==> config.mk <==
export PLATFORM = sky130hd
export DESIGN_NAME = leaf_out_arbiter_flat
export DESIGN_NICKNAME = d
export VERILOG_FILES = /design/src/rtl/leaf_out_arbiter_pkg.sv /design/src/rtl/leaf_out_arbiter_if.sv /design/src/rtl/leaf_out_arbiter_rr.sv /design/src/rtl/leaf_out_arbiter.sv /design/src/flat_wrapper.sv
export SDC_FILE = /design/constraint.sdc
export NUM_CORES = 1
export LEC_CHECK = 0
export CORE_MARGIN = 3
export CORE_UTILIZATION = 25
export CTS_BUF_LIST = sky130_fd_sc_hd__clkbuf_16
export DETAILED_ROUTE_END_ITERATION = 8
export PLACE_DENSITY = 0.52
export SYNTH_ARGS = -nofsm -noshare
export SYNTH_HDL_FRONTEND = slang
export SYNTH_HIERARCHICAL = 1
export SYNTH_SLANG_ARGS = --single-unit
==> constraint.sdc <==
create_clock -name clk -period 9.85 [get_ports clk]
set_input_delay 1.4775 -clock clk [delete_from_list [all_inputs] [get_ports clk]]
set_output_delay 1.4775 -clock clk [all_outputs]
set_load 0.05 [all_outputs]
==> src/rtl/leaf_out_arbiter_pkg.sv <==
// -----------------------------------------------------------------------------
// leaf_out_arbiter_pkg
// Shared constants for the leaf output path:
//   - default geometry of the BFT packet and of the arbiter
//   - packet field offsets for the default geometry, used by blocks that
//     decode packets leaving the leaf
//   - ptr_width(): width of an index into n ports (never zero)
// No ports (package).
// -----------------------------------------------------------------------------
package leaf_out_arbiter_pkg;

    localparam int PACKET_BITS_DEF           = 49;
    localparam int PAYLOAD_BITS_DEF          = 32;
    localparam int NUM_LEAF_BITS_DEF         = 5;
    localparam int NUM_PORT_BITS_DEF         = 4;
    localparam int NUM_ADDR_BITS_DEF         = 7;
    localparam int NUM_OUT_PORTS_DEF         = 4;
    localparam int NUM_BRAM_ADDR_BITS_DEF    = 7;
    localparam int FREESPACE_UPDATE_SIZE_DEF = 64;

    // Packet layout: [VLD_BIT] valid, then dst_leaf, dst_port, seq, payload.
    localparam int ADDR_LSB = PAYLOAD_BITS_DEF;
    localparam int PORT_LSB = ADDR_LSB + NUM_ADDR_BITS_DEF;
    localparam int LEAF_LSB = PORT_LSB + NUM_PORT_BITS_DEF;
    localparam int VLD_BIT  = LEAF_LSB + NUM_LEAF_BITS_DEF;

    function automatic int ptr_width(input int n);
        return (n > 1) ? $clog2(n) : 1;
    endfunction

endpackage

==> src/rtl/leaf_out_arbiter_if.sv <==
// -----------------------------------------------------------------------------
// leaf_out_arbiter_if
// Bundles the user-side output streams, the configuration and credit return
// paths, and the packet output toward the BFT.
//   master : the user kernel / controller side (drives streams, cfg, credit)
//   slave  : the arbiter (drives ack_user and dout_pkt)
// -----------------------------------------------------------------------------
interface leaf_out_arbiter_if #(
    parameter int PACKET_BITS   = 49,
    parameter int PAYLOAD_BITS  = 32,
    parameter int NUM_LEAF_BITS = 5,
    parameter int NUM_PORT_BITS = 4,
    parameter int NUM_OUT_PORTS = 4
);
    logic [NUM_OUT_PORTS*PAYLOAD_BITS-1:0] din_user;
    logic [NUM_OUT_PORTS-1:0]              vld_user;
    logic [NUM_OUT_PORTS-1:0]              ack_user;
    logic                                  cfg_we;
    logic [NUM_PORT_BITS-1:0]              cfg_port;
    logic [NUM_LEAF_BITS-1:0]              cfg_dst_leaf;
    logic [NUM_PORT_BITS-1:0]              cfg_dst_port;
    logic                                  credit_vld;
    logic [NUM_PORT_BITS-1:0]              credit_port;
    logic                                  resend;
    logic [PACKET_BITS-1:0]                dout_pkt;

    modport master (
        output din_user, vld_user, cfg_we, cfg_port, cfg_dst_leaf, cfg_dst_port,
               credit_vld, credit_port, resend,
        input  ack_user, dout_pkt
    );

    modport slave (
        input  din_user, vld_user, cfg_we, cfg_port, cfg_dst_leaf, cfg_dst_port,
               credit_vld, credit_port, resend,
        output ack_user, dout_pkt
    );
endinterface

==> src/rtl/leaf_out_arbiter_rr.sv <==
// -----------------------------------------------------------------------------
// rr_arbiter_onehot
// Round-robin one-hot arbiter. The search starts one past the last winner;
// the pointer resets to N-1 so that port 0 has first priority.
//   clk, reset : clock, asynchronous active-high reset
//   req[N]     : requesting ports
//   adv        : a grant was taken this cycle; move the pointer to the winner
//   gnt[N]     : combinational one-hot grant (all zero when nothing requests)
// -----------------------------------------------------------------------------
module rr_arbiter_onehot
    import leaf_out_arbiter_pkg::*;
#(
    parameter int N = 4
) (
    input  logic         clk,
    input  logic         reset,
    input  logic [N-1:0] req,
    input  logic         adv,
    output logic [N-1:0] gnt
);
    localparam int PW = ptr_width(N);

    logic [PW-1:0] rr_ptr_reg;
    logic [PW-1:0] rr_ptr_next;

    always_comb begin
        logic          found;
        logic [PW-1:0] idx;
        gnt         = '0;
        rr_ptr_next = rr_ptr_reg;
        found       = 1'b0;
        idx         = '0;
        for (int k = 1; k <= N; k++) begin
            idx = PW'((int'(rr_ptr_reg) + k) % N);
            if (!found && req[idx]) begin
                found       = 1'b1;
                gnt[idx]    = 1'b1;
                rr_ptr_next = idx;
            end
        end
    end

    always_ff @(posedge clk or posedge reset) begin
        if (reset) begin
            rr_ptr_reg <= PW'(N - 1);
        end else if (adv) begin
            rr_ptr_reg <= rr_ptr_next;
        end
    end
endmodule

==> src/rtl/leaf_out_arbiter.sv <==
// -----------------------------------------------------------------------------
// leaf_out_arbiter
// Shares the single leaf-to-BFT packet link among the user output streams.
// One stream is granted per cycle, round-robin, among streams that are valid,
// configured and hold downstream credit. The granted payload is packed with
// the configured destination and a per-port sequence number and registered
// onto dout_pkt (all zero when idle).
//   clk, reset : clock, asynchronous active-high reset
//   bus        : leaf_out_arbiter_if.slave (streams, cfg, credit, resend,
//                ack_user, dout_pkt)
// -----------------------------------------------------------------------------
module leaf_out_arbiter
    import leaf_out_arbiter_pkg::*;
#(
    parameter int PACKET_BITS           = PACKET_BITS_DEF,
    parameter int PAYLOAD_BITS          = PAYLOAD_BITS_DEF,
    parameter int NUM_LEAF_BITS         = NUM_LEAF_BITS_DEF,
    parameter int NUM_PORT_BITS         = NUM_PORT_BITS_DEF,
    parameter int NUM_ADDR_BITS         = NUM_ADDR_BITS_DEF,
    parameter int NUM_OUT_PORTS         = NUM_OUT_PORTS_DEF,
    parameter int NUM_BRAM_ADDR_BITS    = NUM_BRAM_ADDR_BITS_DEF,
    parameter int FREESPACE_UPDATE_SIZE = FREESPACE_UPDATE_SIZE_DEF
) (
    input  logic               clk,
    input  logic               reset,
    leaf_out_arbiter_if.slave  bus
);
    localparam int CW = NUM_BRAM_ADDR_BITS + 1;
    localparam logic [CW-1:0] CREDIT_MAX = CW'(2 ** NUM_BRAM_ADDR_BITS);
    localparam logic [CW:0]   CREDIT_UPD = (CW + 1)'(FREESPACE_UPDATE_SIZE);

    logic [NUM_OUT_PORTS-1:0] eligible;
    logic [NUM_OUT_PORTS-1:0] gnt;
    logic [PACKET_BITS-1:0]   pkt_vec [NUM_OUT_PORTS];
    logic [PACKET_BITS-1:0]   pkt_next;
    logic [PACKET_BITS-1:0]   dout_pkt_reg;

    generate
        for (genvar gi = 0; gi < NUM_OUT_PORTS; gi++) begin : g_port
            logic                     cfg_ok_reg;
            logic [NUM_LEAF_BITS-1:0] dst_leaf_reg;
            logic [NUM_PORT_BITS-1:0] dst_port_reg;
            logic [CW-1:0]            credit_reg;
            logic [CW-1:0]            credit_next;
            logic [CW:0]              credit_sum;
            logic [NUM_ADDR_BITS-1:0] seq_reg;
            logic                     cfg_hit;
            logic                     upd_hit;

            // Out-of-range cfg/credit ports never match any generated port.
            assign cfg_hit = bus.cfg_we     && (bus.cfg_port    == NUM_PORT_BITS'(gi));
            assign upd_hit = bus.credit_vld && (bus.credit_port == NUM_PORT_BITS'(gi));

            assign eligible[gi] = bus.vld_user[gi] & cfg_ok_reg &
                                  (credit_reg != '0) & ~bus.resend;

            // Grant and update combine first (net +SIZE-1), then saturate.
            // A grant needs nonzero credit, so the subtraction cannot wrap.
            always_comb begin
                credit_sum  = {1'b0, credit_reg} + (upd_hit ? CREDIT_UPD : '0)
                              - {{CW{1'b0}}, gnt[gi]};
                credit_next = (credit_sum > {1'b0, CREDIT_MAX}) ? CREDIT_MAX
                                                                : credit_sum[CW-1:0];
            end

            // The packet uses the table entry as it stands before this edge,
            // so a same-cycle cfg write affects only the following packet.
            assign pkt_vec[gi] = gnt[gi] ?
                {1'b1, dst_leaf_reg, dst_port_reg, seq_reg,
                 bus.din_user[gi*PAYLOAD_BITS +: PAYLOAD_BITS]} : '0;

            always_ff @(posedge clk or posedge reset) begin
                if (reset) begin
                    cfg_ok_reg   <= 1'b0;
                    dst_leaf_reg <= '0;
                    dst_port_reg <= '0;
                    credit_reg   <= CREDIT_MAX;
                    seq_reg      <= '0;
                end else begin
                    if (cfg_hit) begin
                        cfg_ok_reg   <= 1'b1;
                        dst_leaf_reg <= bus.cfg_dst_leaf;
                        dst_port_reg <= bus.cfg_dst_port;
                    end
                    credit_reg <= credit_next;
                    if (gnt[gi]) begin
                        seq_reg <= seq_reg + NUM_ADDR_BITS'(1);
                    end
                end
            end
        end
    endgenerate

    rr_arbiter_onehot #(.N(NUM_OUT_PORTS)) u_rr (
        .clk   (clk),
        .reset (reset),
        .req   (eligible),
        .adv   (|gnt),
        .gnt   (gnt)
    );

    // Grant is one-hot, so OR-ing the per-port candidates is the mux.
    always_comb begin
        pkt_next = '0;
        for (int i = 0; i < NUM_OUT_PORTS; i++) begin
            pkt_next = pkt_next | pkt_vec[i];
        end
    end

    always_ff @(posedge clk or posedge reset) begin
        if (reset) begin
            dout_pkt_reg <= '0;
        end else begin
            dout_pkt_reg <= pkt_next;
        end
    end

    assign bus.ack_user = gnt;
    assign bus.dout_pkt = dout_pkt_reg;
endmodule

==> src/flat_wrapper.sv <==
// flat-port wrapper written by rule: the top's interface ports become plain ports
module leaf_out_arbiter_flat import leaf_out_arbiter_pkg::*;
#(
    parameter int PACKET_BITS           = PACKET_BITS_DEF,
    parameter int PAYLOAD_BITS          = PAYLOAD_BITS_DEF,
    parameter int NUM_LEAF_BITS         = NUM_LEAF_BITS_DEF,
    parameter int NUM_PORT_BITS         = NUM_PORT_BITS_DEF,
    parameter int NUM_ADDR_BITS         = NUM_ADDR_BITS_DEF,
    parameter int NUM_OUT_PORTS         = NUM_OUT_PORTS_DEF,
    parameter int NUM_BRAM_ADDR_BITS    = NUM_BRAM_ADDR_BITS_DEF,
    parameter int FREESPACE_UPDATE_SIZE = FREESPACE_UPDATE_SIZE_DEF
)
  (clk, reset, bus_din_user, bus_vld_user, bus_cfg_we, bus_cfg_port, bus_cfg_dst_leaf, bus_cfg_dst_port, bus_credit_vld, bus_credit_port, bus_resend, bus_ack_user, bus_dout_pkt);
  leaf_out_arbiter_if #(.PACKET_BITS(PACKET_BITS), .PAYLOAD_BITS(PAYLOAD_BITS), .NUM_LEAF_BITS(NUM_LEAF_BITS), .NUM_PORT_BITS(NUM_PORT_BITS), .NUM_OUT_PORTS(NUM_OUT_PORTS)) bus_i ();
  input  logic clk;
  input  logic reset;
  input wire logic [$bits(bus_i.din_user)-1:0] bus_din_user;
  input wire logic [$bits(bus_i.vld_user)-1:0] bus_vld_user;
  input wire logic [$bits(bus_i.cfg_we)-1:0] bus_cfg_we;
  input wire logic [$bits(bus_i.cfg_port)-1:0] bus_cfg_port;
  input wire logic [$bits(bus_i.cfg_dst_leaf)-1:0] bus_cfg_dst_leaf;
  input wire logic [$bits(bus_i.cfg_dst_port)-1:0] bus_cfg_dst_port;
  input wire logic [$bits(bus_i.credit_vld)-1:0] bus_credit_vld;
  input wire logic [$bits(bus_i.credit_port)-1:0] bus_credit_port;
  input wire logic [$bits(bus_i.resend)-1:0] bus_resend;
  output wire logic [$bits(bus_i.ack_user)-1:0] bus_ack_user;
  output wire logic [$bits(bus_i.dout_pkt)-1:0] bus_dout_pkt;
  assign bus_i.din_user = bus_din_user;
  assign bus_i.vld_user = bus_vld_user;
  assign bus_i.cfg_we = bus_cfg_we;
  assign bus_i.cfg_port = bus_cfg_port;
  assign bus_i.cfg_dst_leaf = bus_cfg_dst_leaf;
  assign bus_i.cfg_dst_port = bus_cfg_dst_port;
  assign bus_i.credit_vld = bus_credit_vld;
  assign bus_i.credit_port = bus_credit_port;
  assign bus_i.resend = bus_resend;
  assign bus_ack_user = bus_i.ack_user;
  assign bus_dout_pkt = bus_i.dout_pkt;
  leaf_out_arbiter #(.PACKET_BITS(PACKET_BITS), .PAYLOAD_BITS(PAYLOAD_BITS), .NUM_LEAF_BITS(NUM_LEAF_BITS), .NUM_PORT_BITS(NUM_PORT_BITS), .NUM_ADDR_BITS(NUM_ADDR_BITS), .NUM_OUT_PORTS(NUM_OUT_PORTS), .NUM_BRAM_ADDR_BITS(NUM_BRAM_ADDR_BITS), .FREESPACE_UPDATE_SIZE(FREESPACE_UPDATE_SIZE)) u_core (.clk(clk), .reset(reset), .bus(bus_i));
endmodule
==> metrics.txt, run 1 <==
status finished, final reports clean; Internal 2.21 mW; critical path launch point type primary input; Mapped Area 8200 um^2; Switching Power 1.91 mW; maximum buffer depth of the clock tree 2; clock network fraction of total power 0.159; Max Cap Viol 0; Arr. time, crit path 5.06 ns; Main synth FF type dfrtp_1; FP Rows 65; Worst Path Max Fanout 57; GPL Wtd Cong 0.829; total gr overflow 0; Initial Util 0.257; vias post-DR 6392; unrepaired setup endpoints after global routing false; Max-Slew Margin vs Limit 0.298; setup TNS 0 ns; gr usage total 0.130; cells after synthesis 740; period utilization 0.664; actual slew at the worst max-slew pin 1.05 ns; minimum clock period 6.54 ns; Post-DP HPWL 16100 um; Worst Skew 0.0205 ns; clk_lat worst skew 0.43 ns; worst vdd ir 0.000251 V; WP data required 8.37 ns; switching share of power 0.463; root buf cell clkbuf_16; TritonCTS buffer count 17; initial antenna violation count 0; final core utilization 0.356; H-tree Lvls 4; max FFs per register 49; number of library cell types mapped by synthesis 56; proportion of layout cells with a drive suffix above 1 0.124; CP Capture Type output pin; Post-CTS Resized 0; WL final 22800 um; # port buffers 206; buffers inserted by post-CTS timing repair 0; multiplexer share of the synthesized area 0.0720; Final Setup Violations 0; CTS clock-pin slew for the worst setup and hold paths 0.07 ns; Slew Viols, Final 0; antenna-violating nets left 0; Comb pwr share 0.601; endpoints failing hold 0; ANT cells 0; flops & latches, synth 151; Crit-path slowest cell clkdlybuf4s50_1; number of global-route vias before repair 6710; Synth Area in Simple Gates 0.134; CP Class primary input to output pin; largest family of logic cells by synthesized area compound AO/OA/AOI/OAI gates; post-DR wirelength/cell 16.4 um; DRT iter0 DRCs 404; vias per inst 4.60; IO Pins 207; hold buffers post-CTS 0; PwrDens 363 nW/um^2; Core Region 32000 um^2; highest clock rate 0.153 GHz; Ys Warns 6; largest stage delay on the critical path 0.96 ns; post-synthesis compound-gate area fraction 0.149; Hold Crit Class flop to flop; cell family with most CP delay buffers and inverters; CTS tree built; Avg Cell Area, Syn 11.1 um^2; Die ar. 35000 um^2; XOR/XNOR share of the synthesized area 0.0470; most frequent cell on the critical path clkdlybuf4s50_1; sequential area share after synthesis 0.462; global-route wire length before repair 36900 um; Async SR Flop Fraction 1.00; Mapped Nets 954; Final Net Count 1157; Post-Synth Adder-Cell Area 0.0952; Seq pwr share 0.240; number of synthesized flops with an enable pin 0; largest net degree at the start of global routing 85; # clock sinks 151; DRC errors left 0; worst path buffer plus inverter count 3; P&R area growth vs syn 38.7%; DRT Pass-1 Iters 4; crit-path cells clkdlybuf4s50_1, nand3b_1, a31oi_1, mux4_1, nor4b_4, nand2_1, o21ai_4, buf_4, clkdlybuf4s50_1; Lkg Pwr 4.84 nW; Die W 187 um; chip height 187 um
[cell usage after synthesis, types with 6 or more instances]
| cell | number | share of area |
|---|---|---|
| a21oi_1 | 9 | 0.0055 |
| a22oi_1 | 96 | 0.088 |
| clkbuf_1 | 24 | 0.011 |
| dfrtp_1 | 145 | 0.44 |
| dfstp_2 | 6 | 0.019 |
| ha_1 | 56 | 0.085 |
| inv_1 | 61 | 0.028 |
| mux2_2 | 42 | 0.058 |
| nand2_1 | 71 | 0.032 |
| nand2b_1 | 6 | 0.0046 |
| nand4_1 | 14 | 0.011 |
| nor2_1 | 18 | 0.0082 |
| nor2b_1 | 12 | 0.0092 |
| nor3_1 | 12 | 0.0073 |
| nor3b_1 | 19 | 0.017 |
| or2_2 | 6 | 0.0046 |
| xnor2_1 | 40 | 0.043 |
[power by group through the flow]
stage               combinational, mW  clock [mW]  sequential (mW)
finish                           2.48       0.657            0.990
global route                     2.73       0.706             1.02
CTS                              2.52       0.678            0.993
detailed placement               2.50           0             1.00
global placement                 2.49           0            0.999
floorplan                        1.51           0             1.26
[layer usage]
layer  routed length (um)  global-route usage  share of wire
met4                  527              0.0442          0.023
met1                10300               0.168           0.45
met2                11100               0.221           0.49
met3                  778              0.0232          0.034
met5                    0                   0              0
[path summary, 6_finish.rpt]
| check | start | endpoint | slack [ns] | cells after the start |
|---|---|---|---|---|
| min in group asynchronous | reset | u_core/u_rr/rr_ptr_reg[1]$_DFFE_PP1P_ | 1.52 | 2 |
| max | bus_resend | bus_ack_user[3] | 3.31 | 9 |
| min | u_core/g_port[0].seq_reg[6]$_DFFE_PP0P_ | u_core/g_port[0].seq_reg[6]$_DFFE_PP0P_ | 0.48 | 1 |
| max in group asynchronous | reset | u_core/g_port[1].seq_reg[1]$_DFFE_PP0P_ | 6.84 | 3 |
| max reg2reg | u_core/g_port[2].credit_reg[5]$_DFF_PP0_ | u_core/g_port[0].credit_reg[2]$_DFF_PP0_ | 4.15 | 19 |
| min reg2reg | u_core/g_port[0].seq_reg[6]$_DFFE_PP0P_ | u_core/g_port[0].seq_reg[6]$_DFFE_PP0P_ | 0.48 | 1 |
[logic make-up (layout without fill, tap and decap cells)]
| group | count (synthesis) | count (layout) |
|---|---|---|
| simple gates | 194 | 194 |
| buf+inv | 88 | 304 |
| fa+ha+maj | 60 | 60 |
| xor+xnor | 44 | 44 |
| flops | 151 | 151 |
| compound gates | 155 | 155 |
| mux | 48 | 48 |
[metrics by stage]
step	cells	hold WS, ns	total power, mW	setup slack, ns	area (um^2)
3_5_place_dp	1359	0.466	3.50	3.27	10800
5_1_grt	1391	0.499	4.46	3.13	11400
3_3_place_gp	1359	0.465	3.49	3.41	10800
6_report	1391	0.476	4.12	3.31	11400
4_1_cts	1391	0.477	4.19	3.27	11400
2_1_floorplan	740	0.435	2.78	4.37	8200
[layout make-up]
cell class,count,area (um^2)
Fill cell,3176,20600
Multi-Input combinational cell,501,4130
Sequential cell,151,3790
Timing Repair Buffer,211,2100
Tap cell,435,544
Clock buffer,17,425
Inverter,61,234
Clock inverter,15,160
[cells in the final DEF (no fill, tap or decap), types with 5 or more instances in the layout]
cell type / count
inv_1: 61
nor2b_1: 12
xnor2_1: 40
a21oi_1: 9
a221oi_1: 5
o21a_1: 5
clkbuf_16: 17
nor3_1: 12
dfrtp_1: 145
dfstp_2: 6
inv_6: 6
inv_8: 5
mux2_2: 42
a22oi_1: 96
nor2_1: 18
ha_1: 56
nand4_1: 14
nand2b_1: 6
nor3b_2: 5
or2_2: 6
buf_4: 5
nand2_1: 71
clkdlybuf4s50_1: 206
nand3b_1: 5
nor3b_1: 18
Note: power is estimated with default switching activity, not from simulation.
==> run 2: changes to the inputs <==
- clock period: 9.85 -> 6.1 ns (I/O delays scaled with it)
==> metrics.txt, run 2 (synthesized netlist as in run 1, its figures left out) <==
antenna-violating nets left 0 (unchanged); PwrDens 586 nW/um^2 (was 363 nW/um^2); period utilization 0.908; gr usage total 0.130 (about the same); buffers inserted by post-CTS timing repair 0 (unchanged); post-DR wirelength/cell 16.2 um (was 16.4 um); CP Class flop to output pin (was primary input to output pin); Comb pwr share 0.597 (was 0.601); Post-DP HPWL 15800 um (was 16100 um); ANT cells 0 (unchanged); WP data required 5.18 ns (was 8.37 ns); worst vdd ir 0.000221 V (was 0.000251 V); R2R Path End u_core/g_port[0].credit_reg[3]$_DFF_PP0_ (was u_core/g_port[0].credit_reg[2]$_DFF_PP0_); Initial Util 0.257 (unchanged); Placed Instances 1360 (was 1359); status finished, final reports clean (unchanged); actual slew at the worst max-slew pin 0.995 ns (was 1.05 ns); CTS tree built (unchanged); DRT iter0 DRCs 343 (was 404); Finished Layout Cells 1392 (was 1391); Post-CTS Resized 0 (unchanged); global-route wire length before repair 36400 um (was 36900 um); Internal 3.64 mW (was 2.21 mW); WL final 22500 um (was 22800 um); Lkg Pwr 4.84 nW (about the same); internal reg-to-reg setup slack 0.93 ns (was 4.15 ns); maximum buffer depth of the clock tree 2 (unchanged); Die ar. 35000 um^2 (unchanged); Final Net Count 1158 (was 1157); max FFs per register 49 (unchanged); proportion of layout cells with a drive suffix above 1 0.122 (was 0.124); switching share of power 0.456 (was 0.463); Final Setup Violations 0 (unchanged); # port buffers 206 (unchanged); Max Cap Viol 0 (unchanged); endpoints failing hold 0 (unchanged); origin of the critical flop-to-flop path u_core/u_rr/rr_ptr_reg[0]$_DFFE_PP1P_ (was u_core/g_port[2].credit_reg[5]$_DFF_PP0_); total gr overflow 0 (unchanged); TritonCTS buffer count 17 (unchanged); P&R area growth vs syn 39.0% (was 38.7%); Die W 187 um (unchanged); CTS clock-pin slew for the worst setup and hold paths 0.06 ns (was 0.07 ns); H-tree Lvls 4 (unchanged); Seq pwr share 0.239 (was 0.240); highest clock rate 0.181 GHz; Final WS setup 0.562 ns (was 3.31 ns); Core Region 32000 um^2 (unchanged); vias post-DR 6327 (was 6392); largest net degree at the start of global routing 101 (was 85); DRC errors left 0 (unchanged); Worst Setup EP bus_ack_user[0] (was bus_ack_user[3]); Worst Path Max Fanout 56 (was 57); Worst Skew 0.0224 ns (was 0.0205 ns); initial antenna violation count 0 (unchanged); Hold Crit Class flop to flop (unchanged); minimum clock period 5.54 ns; root buf cell clkbuf_16 (unchanged); dpl ws 0.670 ns (was 3.27 ns); hold buffers post-CTS 0 (unchanged); Max-Slew Margin vs Limit 0.333 (was 0.298); DRT Pass-1 Iters 6 (was 4); GPL Wtd Cong 0.786 (was 0.829); Arr. time, crit path 4.62 ns (was 5.06 ns); number of global-route vias before repair 6561 (was 6710); CP Capture Type output pin (unchanged); final core utilization 0.357 (was 0.356); vias per inst 4.55 (was 4.60); IO Pins 207 (unchanged); # clock sinks 151 (unchanged); Slew Viols, Final 0 (unchanged); setup TNS 0 ns (unchanged); chip height 187 um (unchanged); clk_lat worst skew 0.43 ns (about the same); R2R cell count 16 (was 19); Switching Power 3.05 mW (was 1.91 mW); FP Rows 65 (unchanged); commonest cells after routing, fill and taps aside clkdlybuf4s50_1 (206), dfrtp_1 (145), a22oi_1 (96) (unchanged); Critical Path Source u_core/u_rr/rr_ptr_reg[0]$_DFFE_PP1P_ (was bus_resend); commonest non-fill, non-tap cell in the layout clkdlybuf4s50_1 (unchanged); clock network fraction of total power 0.164 (was 0.159); unrepaired setup endpoints after global routing false (unchanged); critical path launch point type flop (was primary input)
-- run 2: changes by cell type in the layout (fill, tap and decap cells not counted), sizes merged --
cell      before  now
clkinv         3    5
buf            5    6
clkinvlp       0    2
bufinv         1    3
inv           72   66
-- run 2: per-layer routing --
metal	global-route usage	wire (um)
met5	0	0
met4	0.0311	187
met3	0.0223	739
met2	0.221	11500
met1	0.172	10200
-- run 2: cell type report --
type                            instances  area [um^2]
Clock buffer                           17          425
Timing Repair Buffer                  212         2110
Sequential cell                       151         3790
Inverter                               61          234
Clock inverter                         15          175
Fill cell                            3158        20600
Tap cell                              435          544
Multi-Input combinational cell        501         4130
-- run 2: power groups by stage --
stage	logic (mW)	registers, mW	clock network (mW)
after floorplan	2.44	2.04	0
after global placement	4.04	1.61	0
after detailed placement	4.03	1.62	0
after CTS	4.06	1.60	1.14
after global routing	4.41	1.65	1.17
final	3.99	1.60	1.09
-- run 2: worst min-delay path by stage --
stage,startpoint,depth (start not counted),end
6_report,u_core/g_port[2].seq_reg[6]$_DFFE_PP0P_,1,u_core/g_port[2].seq_reg[6]$_DFFE_PP0P_
5_1_grt,u_core/g_port[3].seq_reg[6]$_DFFE_PP0P_,1,u_core/g_port[3].seq_reg[6]$_DFFE_PP0P_
4_1_cts,u_core/g_port[3].seq_reg[6]$_DFFE_PP0P_,1,u_core/g_port[3].seq_reg[6]$_DFFE_PP0P_
3_5_place_dp,u_core/g_port[3].seq_reg[6]$_DFFE_PP0P_,1,u_core/g_port[3].seq_reg[6]$_DFFE_PP0P_
3_3_place_gp,u_core/g_port[2].seq_reg[6]$_DFFE_PP0P_,1,u_core/g_port[2].seq_reg[6]$_DFFE_PP0P_
2_1_floorplan,u_core/g_port[2].cfg_ok_reg$_DFFE_PP0P_,1,u_core/g_port[2].cfg_ok_reg$_DFFE_PP0P_
-- run 2: per-stage QoR --
step                      cell area, um^2  hold slack [ns]  total power, mW
after floorplan                      8200            0.435             4.48
after global placement              10800            0.461             5.65
after detailed placement            10800            0.470             5.65
after CTS                           11400            0.482             6.80
after global routing                11400            0.498             7.23
final                               11400            0.478             6.68
-- run 2: critical path: stages, from the launching register on --
cell and delay [ns]:
dfstp_2 0.71, inv_1 0.19, ha_1 0.45, mux4_1 0.67, nor4b_4 0.38, nand2_1 0.15, o21ai_4 0.08, buf_4 0.54
clkdlybuf4s50_1 0.93
==> run 3: changes to the inputs <==
- TNS_END_PERCENT: not set -> 10
==> results of run 3 <==
Same layout as run 2: the final DEF is identical, and so are final timing and power.
